File: src/rtl/imm_narrow.sv
// imm_narrow: narrows an 8-bit signed value to 2 bits, either saturating or
// wrapping, behind a single-stage valid/ready output register. Keeps a
// saturating count of accepted items that were clamped or lost information.
module imm_narrow (
  input  logic       clk,
  input  logic       reset_n,
  input  logic       in_valid,
  output logic       in_ready,
  input  logic [7:0] in_data,
  input  logic       in_mode,
  output logic       out_valid,
  input  logic       out_ready,
  output logic [1:0] out_data,
  output logic       out_sat,
  input  logic       clr_count,
  output logic [7:0] sat_count
);

  typedef enum logic {
    MODE_SAT  = 1'b0,
    MODE_WRAP = 1'b1
  } mode_e;

  mode_e             mode;
  logic signed [7:0] sdata;
  logic              above_range;
  logic              below_range;
  logic              wrap_lossy;
  logic [1:0]        nxt_data;
  logic              nxt_sat;
  logic              in_xfer;

  assign mode     = mode_e'(in_mode);
  assign sdata    = in_data;
  assign in_ready = !out_valid || out_ready;
  assign in_xfer  = in_valid && in_ready;

  // Narrowing datapath: signed range test for saturation, sign-extension test for wrap loss
  always_comb begin
    above_range = sdata > 8'sd1;
    below_range = sdata < -8'sd2;
    wrap_lossy  = in_data[7:1] != {7{in_data[1]}};
    nxt_data    = in_data[1:0];
    nxt_sat     = 1'b0;
    unique case (mode)
      MODE_SAT: begin
        if (above_range) begin
          nxt_data = 2'b01;
          nxt_sat  = 1'b1;
        end else if (below_range) begin
          nxt_data = 2'b10;
          nxt_sat  = 1'b1;
        end
      end
      MODE_WRAP: begin
        nxt_data = in_data[1:0];
        nxt_sat  = wrap_lossy;
      end
      default: begin
        nxt_data = in_data[1:0];
        nxt_sat  = 1'b0;
      end
    endcase
  end

  // Output register: load on input transfer, drop valid on a bare output transfer
  always_ff @(posedge clk or negedge reset_n) begin
    if (!reset_n) begin
      out_valid <= 1'b0;
      out_data  <= '0;
      out_sat   <= 1'b0;
    end else if (in_xfer) begin
      out_valid <= 1'b1;
      out_data  <= nxt_data;
      out_sat   <= nxt_sat;
    end else if (out_ready) begin
      out_valid <= 1'b0;
    end
  end

  // Saturation counter: clear wins over increment, sticks at all-ones
  always_ff @(posedge clk or negedge reset_n) begin
    if (!reset_n) begin
      sat_count <= '0;
    end else if (clr_count) begin
      sat_count <= '0;
    end else if (in_xfer && nxt_sat && (sat_count != '1)) begin
      sat_count <= sat_count + 8'd1;
    end
  end

endmodule

File: config.mk
export PLATFORM = sky130hd
export DESIGN_NAME = imm_narrow
export DESIGN_NICKNAME = d
export VERILOG_FILES = /design/src/rtl/imm_narrow.sv
export SDC_FILE = /design/constraint.sdc
export NUM_CORES = 1
export LEC_CHECK = 0
export ABC_CLOCK_PERIOD_IN_PS = 4490
export BUFFER_PORTS_ARGS = -buffer_cell sky130_fd_sc_hd__buf_2
export CAP_MARGIN = 20
export CORE_MARGIN = 1
export CORE_UTILIZATION = 40
export CTS_CLUSTER_DIAMETER = 100
export CTS_CLUSTER_SIZE = 30
export DETAILED_ROUTE_END_ITERATION = 10
export PLACE_DENSITY = 0.79
export SLEW_MARGIN = 20
export SYNTH_ARGS = -nofsm -noshare
export SYNTH_HDL_FRONTEND = slang
export SYNTH_SLANG_ARGS = --single-unit
File: constraint.sdc
create_clock -name clk -period 4.49 [get_ports clk]
set_input_delay 0.449 -clock clk [delete_from_list [all_inputs] [get_ports clk]]
set_output_delay 0.449 -clock clk [all_outputs]
set_load 0.005 [all_outputs]
# Word level (Yosys, flattened, before mapping)
# Cells that the tools add are included.
# W data, S select, Z words.
# op_classes
n_addsub,1
n_lt_le_gt_ge,2
eq_ne,2
mux,10
bitwise_logic,1
n_reduce_logical,7
# op_table
operator,n
$mux W8,2
$add A8 B1 Y8 const B,1
$gt A8 B2 Y1 const B,1
$lt A8 B2 Y1 const B,1
$ne A8 B8 Y1 const B,1
$ne A6 B6 Y1,1
$mux W1,4
$mux W2,2
$pmux W2 S2,1
$reduce_bool A2 Y1,2
$logic_and A1 B1 Y1,3
$pmux W1 S2,1
$logic_not A1 Y1,1
$logic_or A1 B1 Y1,1
$not A1 Y1,1
# totals
register_bits,12
input_bits,14
output_inout_bits,13
wordCells,27

# Longest topological paths before layout
# Gate-level depths: netlist (run 1).
# logic_depth
word_depth,8
ltp_mapped,7
ltp_nobuf,6

# Least setup slack after synthesis (run 1)
# OpenSTA, ideal clock, no wires.
# synth_timing
path_kind,register -> register
startpoint,reg sat_count[0]
endpoint,reg sat_count[5]
setup_ns,0.078
arrival_ns,1.791
required_ns,4.412
setup_slack_ns,2.621
path_stages_with_launch,8
n_path_buf,1
path_cell_list,dfrtp_1 > ha_1 > nand3_1 > o211ai_2 > or3_1 > buf_6 > or4_1 > a21oi_1
# synth_between
elab_chain_cells,3
elab_cells_between_ends,6
classes_between,add/sub (1); eq/ne (1); mux (2); reduce/logical (2)
# synth_rtl
item,line_no,source
start: declaration,16,output logic [7:0] sat_count
start signal: assignment,88,sat_count <= sat_count + 8'd1;
$add A8 B1 Y8 / $ne A8 B8 Y1 (equally long branches),"88, 87",
$mux W8 / $logic_and A1 B1 Y1 (equally long branches),87,end else if (in_xfer && nxt_sat && (sat_count != '1)) begin
$mux W8 / $reduce_bool A2 Y1 (equally long branches),--,
# Several ways; a longest one is shown, not always the timed one. The select of a mux whose other input is x is not followed.
# A chain may end at the register's enable or synchronous reset.

# Worst setup path after layout (run 1)
# Same ends and word-level chain as after synthesis.

==> out/results.ini, run 1 <==
[critical_path]
cp_cell_sequence=ha_1, nand3_1, o211ai_2, or3_1, or4_1, a21oi_1
reg2regPathDepth=6
crit_arrival_ns=2.18
cpMaxStageDelayCell=or3_1
cp_max_fo=8
cp_top_family=simple AND/OR/NAND/NOR gates
crit_path_end_kind=flip-flop
rrSetupSlack_ns=2.50
crit_type=reg2reg
crit_start=sat_count[0]$_DFFE_PN0P_
timing.rr.end=sat_count[5]$_DFFE_PN0P_
critPathLaunchType=flip-flop
worstSetupEndpoint=sat_count[5]$_DFFE_PN0P_
slowest_delay_ns=0.45
r2r_start=sat_count[0]$_DFFE_PN0P_
critPathBufInv=0
required_ns=4.68
crit_cells=6

[die]
rows=14
coreArea_um2=1524
die-width_um=42.56
die_h_um=42.56
dieArea_um2=1811
num_io_pins=27
start_util_pct=43.19

[synth]
synth_warnings=0
yosysMostFrequentCell=dfrtp_1
yosysTopAreaCell=dfrtp_1
netlist_area_um2=658.1
ys_ff_latch=12
synthesis.nets=82
synthDominantCellAreaShare_pct=45.63
synthTopCellsByCount=12 x dfrtp_1, 7 x nand2_1, 7 x nor2_1, 4 x xnor2_1
ys_top_cells_by_area=dfrtp_1 46%, xnor2_1 5.3%, nand2_1 4.0%
syn_area_per_cell_um2=9.823
synth_edf_count=0
syn_inst=67
ys_seq_area_share_pct=45.63
synth_ff_type=dfrtp_1
synth_cell_types=26
async_reset_ff_share_pct=100.0

[global_route]
grt_pass1_vias=493
grt.overflow.total=0
grtUsageTotal_pct=15.25
antenna_found_initial=0
grt_max_degree=13
grt_pass1_wl_um=2070

[drt]
wl_per_cell_um=11.46
ant_nets=0
drt_iter0_drc=8
wl_um=1261
routed-via-count=593
drt-pass1-iter-count=4
remaining_drc_errors=0
vias_per_cell=5.391

[pwr]
seq_power_share_pct=54.3
total_power_mw=0.2166
p_per_area_nw_per_um2=265.6
ir_worst_vdd_v=0.0001567
netSwitchingFraction_pct=25.64
clkPwrFrac_pct=29.9
power.switching_mw=0.05555
p_int_mw=0.1611
p_comb_share_pct=15.8
p_leak_nw=0.3801

[flow_run]
cap_violations=0

[timing]
max_freq_mhz=502.1
maxSlewHeadroom_pct=74.78
setup_ws_ns=2.498
setup_viol=0
rsz0062_at_grt=no
maxSlewViolCount=0
tightest_slew_ns=0.3731
period_share_pct=44.36
fin_skew_ns=0.004770
finalHoldViolCount=0
finalSetupTns_ns=0
period_minus_slack_ns=1.992

[placed_design]
finalWeightedCongestion=0.7607
place_hpwl_um=1001
io_buffers=26
place_ws_ns=2.408

[cells_and_area]
nets=111
area_delta_synth_final_pct=23.95
fill_cells=149
seqCellArea_um2=300.3
antenna_cells=0
drive_gt1_share_pct=34.04
final_util_pct=53.53
multi_input_area_um2=342.8

[clocking]
post_cts_buffers=0
clockRootBuffer=clkbuf_4
cts.sinks=12
cts_tree=done
cts_hold_buf=0
cts_buffer_depth=2
clock_latency_ns=0.27
numCtsBuffers=3
path_clk_slew_ns=0.07
post_cts_resized=0
htree_levels=1

[min_path]
hp-class=in2async

[outcome]
outcome=completed

## kinds of logic after synthesis
group / share of synthesized area [%]
flops: 45.63
xor+xnor: 5.323
mux: 3.042
simple gates: 29.85
fa+ha+maj: 1.901
compound gates: 11.97
buf+inv: 2.281
## per-layer routing
layer,share of wire (%),GRT usage [%],wire (µm)
met3,4.0,5.172,51
met1,47,20.11,597
met2,48,23.08,604
met4,0.56,5.625,7
met5,0,0,0
## per-stage QoR
step	hold WS (ns)	cells	area (µm²)
6_report	0.04148	110	815.8
5_1_grt	0.05291	110	815.8
4_1_cts	0.04966	110	815.8
3_5_place_dp	0.3388	107	793.3
3_3_place_gp	0.3362	107	793.3
2_1_floorplan	0.1534	67	658.1
## how the worst min path moves through the flow
stage	to	depth (start not counted)
final	sat_count[0]$_DFFE_PN0P_	1
after global routing	sat_count[7]$_DFFE_PN0P_	1
after CTS	sat_count[0]$_DFFE_PN0P_	1
after detailed placement	sat_count[0]$_DFFE_PN0P_	1
after global placement	sat_count[0]$_DFFE_PN0P_	1
after floorplan	out_data[0]$_DFFE_PN0P_	0
## worst reg2reg max path, stage by stage (launching register included)
cell and delay [ns]:
dfrtp_1 0.42, ha_1 0.24, nand3_1 0.10, o211ai_2 0.11
or3_1 0.45, or4_1 0.43, a21oi_1 0.16
## sequential cells by signal, indices dropped and copies added, names as in the netlist
register and count:
out_valid 1, out_data 2, out_sat 1, sat_count 8
## cell usage in the layout, fill, tap and decap left out, types with 2 or more instances in the layout
cell      synthesis  layout
o31ai_1           3       3
xnor2_1           4       4
buf_2             0      26
o21ai_0           3       3
nor4_1            2       2
nor2_1            7       7
a21oi_1           3       3
nand4_1           3       3
nand2_1           7       7
or4_1             3       3
nand3_1           3       3
dfrtp_1          12      12
clkbuf_4          0       3
mux2i_1           2       2
or3_1             2       2
## power groups by stage
| stage | registers, mW | clock network, mW | logic [mW] |
|---|---|---|---|
| final | 0.118 | 0.0647 | 0.0342 |
| after CTS | 0.118 | 0.0663 | 0.0348 |
| after global placement | 0.120 | 0 | 0.0338 |
| after detailed placement | 0.120 | 0 | 0.0346 |
| after floorplan | 0.120 | 0 | 0.0164 |
| after global routing | 0.118 | 0.0719 | 0.0386 |
## cell type report
type	count	share of cell area, %
Multi-Input combinational cell	53	42.02
Sequential cell	12	36.81
Timing Repair Buffer	26	15.95
Clock buffer	3	2.761
Tap cell	16	2.454
Note: power is estimated with default switching activity, not from simulation.
==> run 2: changes to the inputs <==
ABC_CLOCK_PERIOD_IN_PS = 1710   (was 4490)
PLACE_DENSITY = 0.82   (was 0.79)
clock period = 1.71 ns   (was 4.49 ns; I/O delays follow)
==> run 2 against run 1 <==
Compared with the run above:
- the run now ends with negative setup slack left
- non-clock buffer count up 16
- clock-buffer cell count up 1
- maximum frequency increased by 14%
- final cell count up 15%
- wire length up 38%
- via count rose by 14%
- global-route usage grew 6.8 points
- clock power rose to 3.6 times the previous value
- sequential cell count unchanged
- critical path depth stayed put
- design area rose by 21%
- die area unchanged
- highest routed layer unchanged
==> out/results.ini, run 2 (synthesis results as in run 1) <==
[cells_and_area]
final_cell_mix=26 x buf_2, 15 x buf_4, 12 x dfrtp_1  ; was 26 x buf_2, 12 x dfrtp_1, 7 x nor2_1, 7 x nand2_1, 4 x xnor2_1
fill_cells=118  ; was 149
nets=127  ; was 111
area_delta_synth_final_pct=50.00  ; was 23.95%
regMostFlops=sat_count  ; unchanged
layout_commonest_cell=buf_2  ; unchanged
top_regs=sat_count: 8 flops, out_data: 2 flops  ; unchanged
drive_gt1_share_pct=50.45  ; was 34.04%
final_util_pct=64.78  ; was 53.53%
largest_register_ffs=8  ; unchanged
antenna_cells=0  ; unchanged

[drt]
wl_um=1741  ; was 1261 µm
remaining_drc_errors=0  ; unchanged
drt_iter0_drc=15  ; was 8
ant_nets=0  ; unchanged
vias_per_cell=5.331  ; was 5.391
drt-pass1-iter-count=4  ; unchanged
routed-via-count=677  ; was 593
wl_per_cell_um=13.71  ; was 11.46 µm

[critical_path]
crit_type=reg2reg  ; unchanged
slowest_delay_ns=0.41  ; was 0.45 ns
cp_cell_sequence=ha_2, nand3_2, o211ai_2, or3_4, or4_1, a21oi_1  ; was ha_1, nand3_1, o211ai_2, or3_1, or4_1, a21oi_1
crit_path_end_kind=flip-flop  ; unchanged
cp_max_fo=6  ; was 8
crit_arrival_ns=1.96  ; was 2.18 ns
critPathBufInv=0  ; unchanged
r2r_start=sat_count[0]$_DFFE_PN0P_  ; unchanged
rrSetupSlack_ns=-0.03  ; was 2.50 ns
cp_top_family=simple AND/OR/NAND/NOR gates  ; unchanged
crit_start=sat_count[0]$_DFFE_PN0P_  ; unchanged
cpMaxStageDelayCell=or4_1  ; was or3_1
reg2regPathDepth=6  ; unchanged
timing.rr.end=sat_count[5]$_DFFE_PN0P_  ; unchanged
required_ns=1.93  ; was 4.68 ns
critPathLaunchType=flip-flop  ; unchanged

[timing]
rsz0062_at_grt=yes  ; was no
period_share_pct=102.0  ; was 44.36%
max_freq_mhz=573.5  ; was 502.1 MHz
period_minus_slack_ns=1.744  ; was 1.992 ns
maxSlewHeadroom_pct=78.41  ; was 74.78%
finalHoldViolCount=0  ; unchanged
tightest_slew_ns=0.3193  ; was 0.3731 ns
fin_skew_ns=0.003413  ; was 0.004770 ns
finalSetupTns_ns=-0.08592  ; was 0 ns
holdWs_ns=0.1293  ; was 0.04148 ns
maxSlewViolCount=0  ; unchanged
setup_viol=3  ; was 0
setup_ws_ns=-0.03369  ; was 2.498 ns

[placed_design]
finalWeightedCongestion=0.8807  ; was 0.7607
io_buffers=26  ; unchanged
place_hpwl_um=1344  ; was 1001 µm

[global_route]
grt_max_degree=13  ; unchanged
grtUsageTotal_pct=22.01  ; was 15.25%
grt_pass1_vias=644  ; was 493
grt_pass1_wl_um=2918  ; was 2070 µm
grt.overflow.total=0  ; unchanged
antenna_found_initial=0  ; unchanged

[die]
dieArea_um2=1811  ; unchanged
die_h_um=42.56  ; unchanged
start_util_pct=43.19  ; unchanged
rows=14  ; unchanged
num_io_pins=27  ; unchanged
coreArea_um2=1524  ; unchanged
die-width_um=42.56  ; unchanged

[clocking]
cts_tree=done  ; unchanged
cts_buffer_depth=2  ; unchanged
cts.sinks=12  ; unchanged
clock_latency_ns=0.29  ; was 0.27 ns
htree_levels=1  ; unchanged
clockRootBuffer=clkbuf_4  ; unchanged
numCtsBuffers=3  ; unchanged
path_clk_slew_ns=0.08  ; was 0.07 ns

[pwr]
p_leak_nw=0.4706  ; was 0.3801 nW
p_per_area_nw_per_um2=668.2  ; was 265.6 nW/µm²
ir_worst_vdd_v=0.0005443  ; was 0.0001567 V

[min_path]
min_to=out_valid$_DFFE_PN0P_
hold_path_startpoint=in_valid
worst_hold_path.num_cells=2
hp-class=in2reg  ; was in2async

[outcome]
violations=negative setup slack
outcome=finished, violations left  ; was completed

[flow_run]
cap_violations=0  ; unchanged

## run 2: worst reg2reg max path: cells and delay by family (launching register included)
kind	cells	cell delay [ns]
flip-flops	1	0.39
AND/OR/NAND/NOR	3	0.86
AO/OA/AOI/OAI	2	0.22
adder cells (fa/ha/maj)	1	0.20
## run 2: area by class of cell
type,count,area [µm²],area share (%)
timing repair buffer,42,252.7,25.60
multi-input combinational,53,377.9,38.28
tap,16,20.02,2.028
clock buffer,4,36.28,3.676
sequential,12,300.3,30.42
## run 2: metal layers
| metal | vias to the layer above | wire [µm] | track usage [%] |
|---|---|---|---|
| li1 | 337 | - | - |
| met1 | 316 | 748 | 26.50 |
| met2 | 20 | 890 | 38.77 |
| met3 | 4 | 65 | 4.310 |
| met4 | 0 | 38 | 7.500 |
| met5 | - | 0 | 0 |
## run 2: timing repair
item                                    CTS  global route
hold buffers                              1             0
setup buffers                             1             0
gates resized for setup                   1             6
endpoints found under the setup margin    3             4
pin swaps                                 0             3
endpoints found under the hold margin    12             0
## run 2: worst max-delay path by stage
stage	end	slack (ns)	depth (start not counted)
2_1_floorplan	sat_count[5]$_DFFE_PN0P_	-0.12	7
3_3_place_gp	sat_count[5]$_DFFE_PN0P_	-0.05	6
3_5_place_dp	sat_count[7]$_DFFE_PN0P_	-0.12	6
4_1_cts	sat_count[7]$_DFFE_PN0P_	-0.04	6
5_1_grt	sat_count[5]$_DFFE_PN0P_	-0.11	6
6_report	sat_count[5]$_DFFE_PN0P_	-0.03	6
## run 2: metrics by stage
step | total power, mW | area [µm²] | setup WS [ns] | cells
2_1_floorplan | 0.3601 | 665.6 | -0.1172 | 67
3_3_place_gp | 0.4172 | 905.9 | -0.05152 | 121
3_5_place_dp | 0.4225 | 905.9 | -0.1235 | 121
4_1_cts | 0.6628 | 964.7 | -0.04408 | 127
5_1_grt | 0.6949 | 987.2 | -0.1079 | 127
6_report | 0.6597 | 987.2 | -0.03369 | 127
## run 2: report_power, final
part | total [mW] | switching, mW | internal, mW
clock network | 0.236 | 0.106 | 0.130
logic | 0.116 | 0.0573 | 0.0590
registers | 0.307 | 0.00794 | 0.299
total | 0.660 | 0.172 | 0.488
==> run 3: changes to the inputs <==
--- a/config.mk
+++ b/config.mk
@@ -6,5 +6,5 @@
 export NUM_CORES = 1
 export LEC_CHECK = 0
-export ABC_CLOCK_PERIOD_IN_PS = 1710
+export ABC_CLOCK_PERIOD_IN_PS = 1700
 export BUFFER_PORTS_ARGS = -buffer_cell sky130_fd_sc_hd__buf_2
 export CAP_MARGIN = 20
@@ -14,5 +14,5 @@
 export CTS_CLUSTER_SIZE = 30
 export DETAILED_ROUTE_END_ITERATION = 10
-export PLACE_DENSITY = 0.82
+export PLACE_DENSITY = 0.79
 export SLEW_MARGIN = 20
 export SYNTH_ARGS = -nofsm -noshare
==> constraint.sdc (replaced) <==
create_clock -name clk -period 1.7 [get_ports clk]
set_input_delay 0.17 -clock clk [delete_from_list [all_inputs] [get_ports clk]]
set_output_delay 0.17 -clock clk [all_outputs]
set_load 0.1 [all_outputs]
==> run 3 against run 2 <==
Compared with the run above:
- the flow still finishes with violations (negative setup slack)
- core utilization increased by 0.57 points
- via count increased by 0.15%
- design area increased by 0.89%
- clock skew decreased by 0.0029 ns
- maximum frequency decreased by 1.5%
- register-to-register slack got worse by 0.04 ns
- die area unchanged
- clock-buffer cell count unchanged
- non-clock buffer count decreased by 2
- combinational power increased by 120%
- first-iteration DRC count decreased by 6.7%
- total power increased by 14%
- highest routed layer unchanged
==> out/results.ini, run 3 (synthesis results as in run 1) <==
[timing]
period_minus_slack_ns=1.771  ; was 1.744 ns
maxSlewViolCount=0  ; unchanged
tightest_slew_ns=0.4897  ; was 0.3193 ns
maxSlewHeadroom_pct=67.58  ; was 78.41%
finalHoldViolCount=0  ; unchanged
setup_ws_ns=-0.07054  ; was -0.03369 ns
period_share_pct=104.1  ; was 102.0%
fin_skew_ns=0.0004799  ; was 0.003413 ns
finalSetupTns_ns=-0.1342  ; was -0.08592 ns
max_freq_mhz=564.8  ; was 573.5 MHz
setup_viol=2  ; was 3
rsz0062_at_grt=yes  ; unchanged

[critical_path]
required_ns=1.91  ; was 1.93 ns
crit_arrival_ns=1.98  ; was 1.96 ns
cpMaxStageDelayCell=dfrtp_2  ; was or4_1
critPathLaunchType=flip-flop  ; unchanged
reg2regPathDepth=6  ; unchanged
timing.rr.end=sat_count[5]$_DFFE_PN0P_  ; unchanged
r2r_start=sat_count[0]$_DFFE_PN0P_  ; unchanged
slowest_delay_ns=0.43  ; was 0.41 ns
cp_max_fo=7  ; was 6
rrSetupSlack_ns=-0.07  ; was -0.03 ns
crit_path_end_kind=flip-flop  ; unchanged
crit_type=reg2reg  ; unchanged
cp_cell_sequence=ha_4, nand3_2, o211ai_4, or3_4, or4_4, a21oi_2  ; was ha_2, nand3_2, o211ai_2, or3_4, or4_1, a21oi_1

[placed_design]
placed_cells=120  ; was 121
placed_area_um2=922.1  ; was 905.9 µm²
finalWeightedCongestion=0.8911  ; was 0.8807
place_ws_ns=-0.2356  ; was -0.1235 ns
io_buffers=26  ; unchanged
place_hpwl_um=1227  ; was 1344 µm

[die]
rows=14  ; unchanged
num_io_pins=27  ; unchanged
coreArea_um2=1524  ; unchanged
dieArea_um2=1811  ; unchanged
die_h_um=42.56  ; unchanged
die-width_um=42.56  ; unchanged
start_util_pct=43.19  ; unchanged

[cells_and_area]
largest_register_ffs=8  ; unchanged
fill_cells=131  ; was 118
drive_gt1_share_pct=56.88  ; was 50.45%
layout_commonest_cell=buf_2  ; unchanged
final_area_um2=996.0  ; was 987.2 µm²
instances_no_fill=125  ; was 127
antenna_cells=0  ; unchanged
final_cell_mix=26 x buf_2, 13 x buf_4, 8 x dfrtp_2  ; was 26 x buf_2, 15 x buf_4, 12 x dfrtp_1
top_regs=sat_count: 8 flops, out_data: 2 flops  ; unchanged
nets=125  ; was 127
area_delta_synth_final_pct=51.33  ; was 50.00%
regMostFlops=sat_count  ; unchanged

[clocking]
path_clk_slew_ns=0.08  ; about the same
numCtsBuffers=3  ; unchanged
cts_tree=done  ; unchanged
htree_levels=1  ; unchanged
cts_buffer_depth=2  ; unchanged
cts.sinks=12  ; unchanged
clockRootBuffer=clkbuf_4  ; unchanged
clock_latency_ns=0.28  ; was 0.29 ns

[pwr]
p_int_mw=0.4565  ; was 0.4880 mW
power.switching_mw=0.2960  ; was 0.1716 mW
seq_power_share_pct=41.4  ; was 46.5%
netSwitchingFraction_pct=39.33  ; was 26.02%
p_per_area_nw_per_um2=755.6  ; was 668.2 nW/µm²
clkPwrFrac_pct=25.3  ; was 35.8%
p_leak_nw=0.4519  ; was 0.4706 nW
ir_worst_vdd_v=0.0005590  ; was 0.0005443 V
p_comb_share_pct=33.2  ; was 17.6%
total_power_mw=0.7525  ; was 0.6597 mW

[drt]
ant_nets=0  ; unchanged
routed-via-count=678  ; was 677
remaining_drc_errors=0  ; unchanged
wl_um=1607  ; was 1741 µm
drt_iter0_drc=14  ; was 15
wl_per_cell_um=12.86  ; was 13.71 µm
vias_per_cell=5.424  ; was 5.331
drt-pass1-iter-count=4  ; unchanged

[global_route]
grt_max_degree=13  ; unchanged
grtUsageTotal_pct=20.22  ; was 22.01%
grt_pass1_vias=661  ; was 644
grt_pass1_wl_um=2697  ; was 2918 µm
antenna_found_initial=0  ; unchanged
grt.overflow.total=0  ; unchanged

[min_path]
hp-class=in2reg  ; unchanged
hold_path_startpoint=clr_count  ; was in_valid
min_to=sat_count[5]$_DFFE_PN0P_  ; was out_valid$_DFFE_PN0P_
worst_hold_path.num_cells=2  ; unchanged

[flow_run]
cap_violations=0  ; unchanged

[outcome]
violations=negative setup slack  ; unchanged
outcome=finished, violations left  ; unchanged

run 3: through the flow:
step,hold WS (ns),util (%)
after floorplan,-0.1256,-
after global placement,0.05878,60.51
after detailed placement,0.06415,60.51
after CTS,0.1476,64.37
after global routing,0.1702,65.35
final,0.1474,65.35
run 3: cell type report:
class	count	area [µm²]	share of cell area, %
multi-input combinational	53	397.9	39.95
tap	16	20.02	2.010
clock buffer	4	26.28	2.638
timing repair buffer	40	237.7	23.87
sequential	12	314.1	31.53
run 3: power by group through the flow:
| stage | combinational [mW] | sequential, mW | clock [mW] |
|---|---|---|---|
| final | 0.250 | 0.312 | 0.190 |
| after global routing | 0.264 | 0.314 | 0.200 |
| after CTS | 0.251 | 0.312 | 0.192 |
| after detailed placement | 0.245 | 0.316 | 0 |
| after global placement | 0.241 | 0.315 | 0 |
| after floorplan | 0.0589 | 0.436 | 0 |
run 3: worst max-delay path by stage:
stage	from	end	slack, ns
6_report	sat_count[0]$_DFFE_PN0P_	sat_count[5]$_DFFE_PN0P_	-0.07
5_1_grt	out_valid$_DFFE_PN0P_	sat_count[5]$_DFFE_PN0P_	-0.13
4_1_cts	out_valid$_DFFE_PN0P_	sat_count[7]$_DFFE_PN0P_	-0.12
3_5_place_dp	sat_count[0]$_DFFE_PN0P_	sat_count[7]$_DFFE_PN0P_	-0.24
3_3_place_gp	sat_count[0]$_DFFE_PN0P_	sat_count[7]$_DFFE_PN0P_	-0.12
2_1_floorplan	out_valid$_DFFE_PN0P_	sat_count[5]$_DFFE_PN0P_	-0.58
run 3: worst max-delay path: cells and delay by family (launching register included):
kind                       cells  cell delay, ns
DFF                            1            0.43
adders and majority gates      1            0.17
and+or+nand+nor                3            0.89
AOI/OAI and AO/OA              2            0.22
run 3: layer usage:
metal | up-vias | global-route usage [%] | wire, µm
li1 | 331 | - | -
met1 | 323 | 23.50 | 726
met2 | 19 | 36.31 | 786
met3 | 5 | 2.586 | 60
met4 | 0 | 9.375 | 34
met5 | - | 0 | 0
run 3: what timing repair did:
action / CTS / global route
setup endpoints to repair: 5 / 4
endpoints found under the hold margin: 12 / 0
buffers inserted: 0 / 0
resized for setup: 4 / 5
hold buffers: 1 / 0
cloned: 0 / 0
pin swaps: 4 / 3
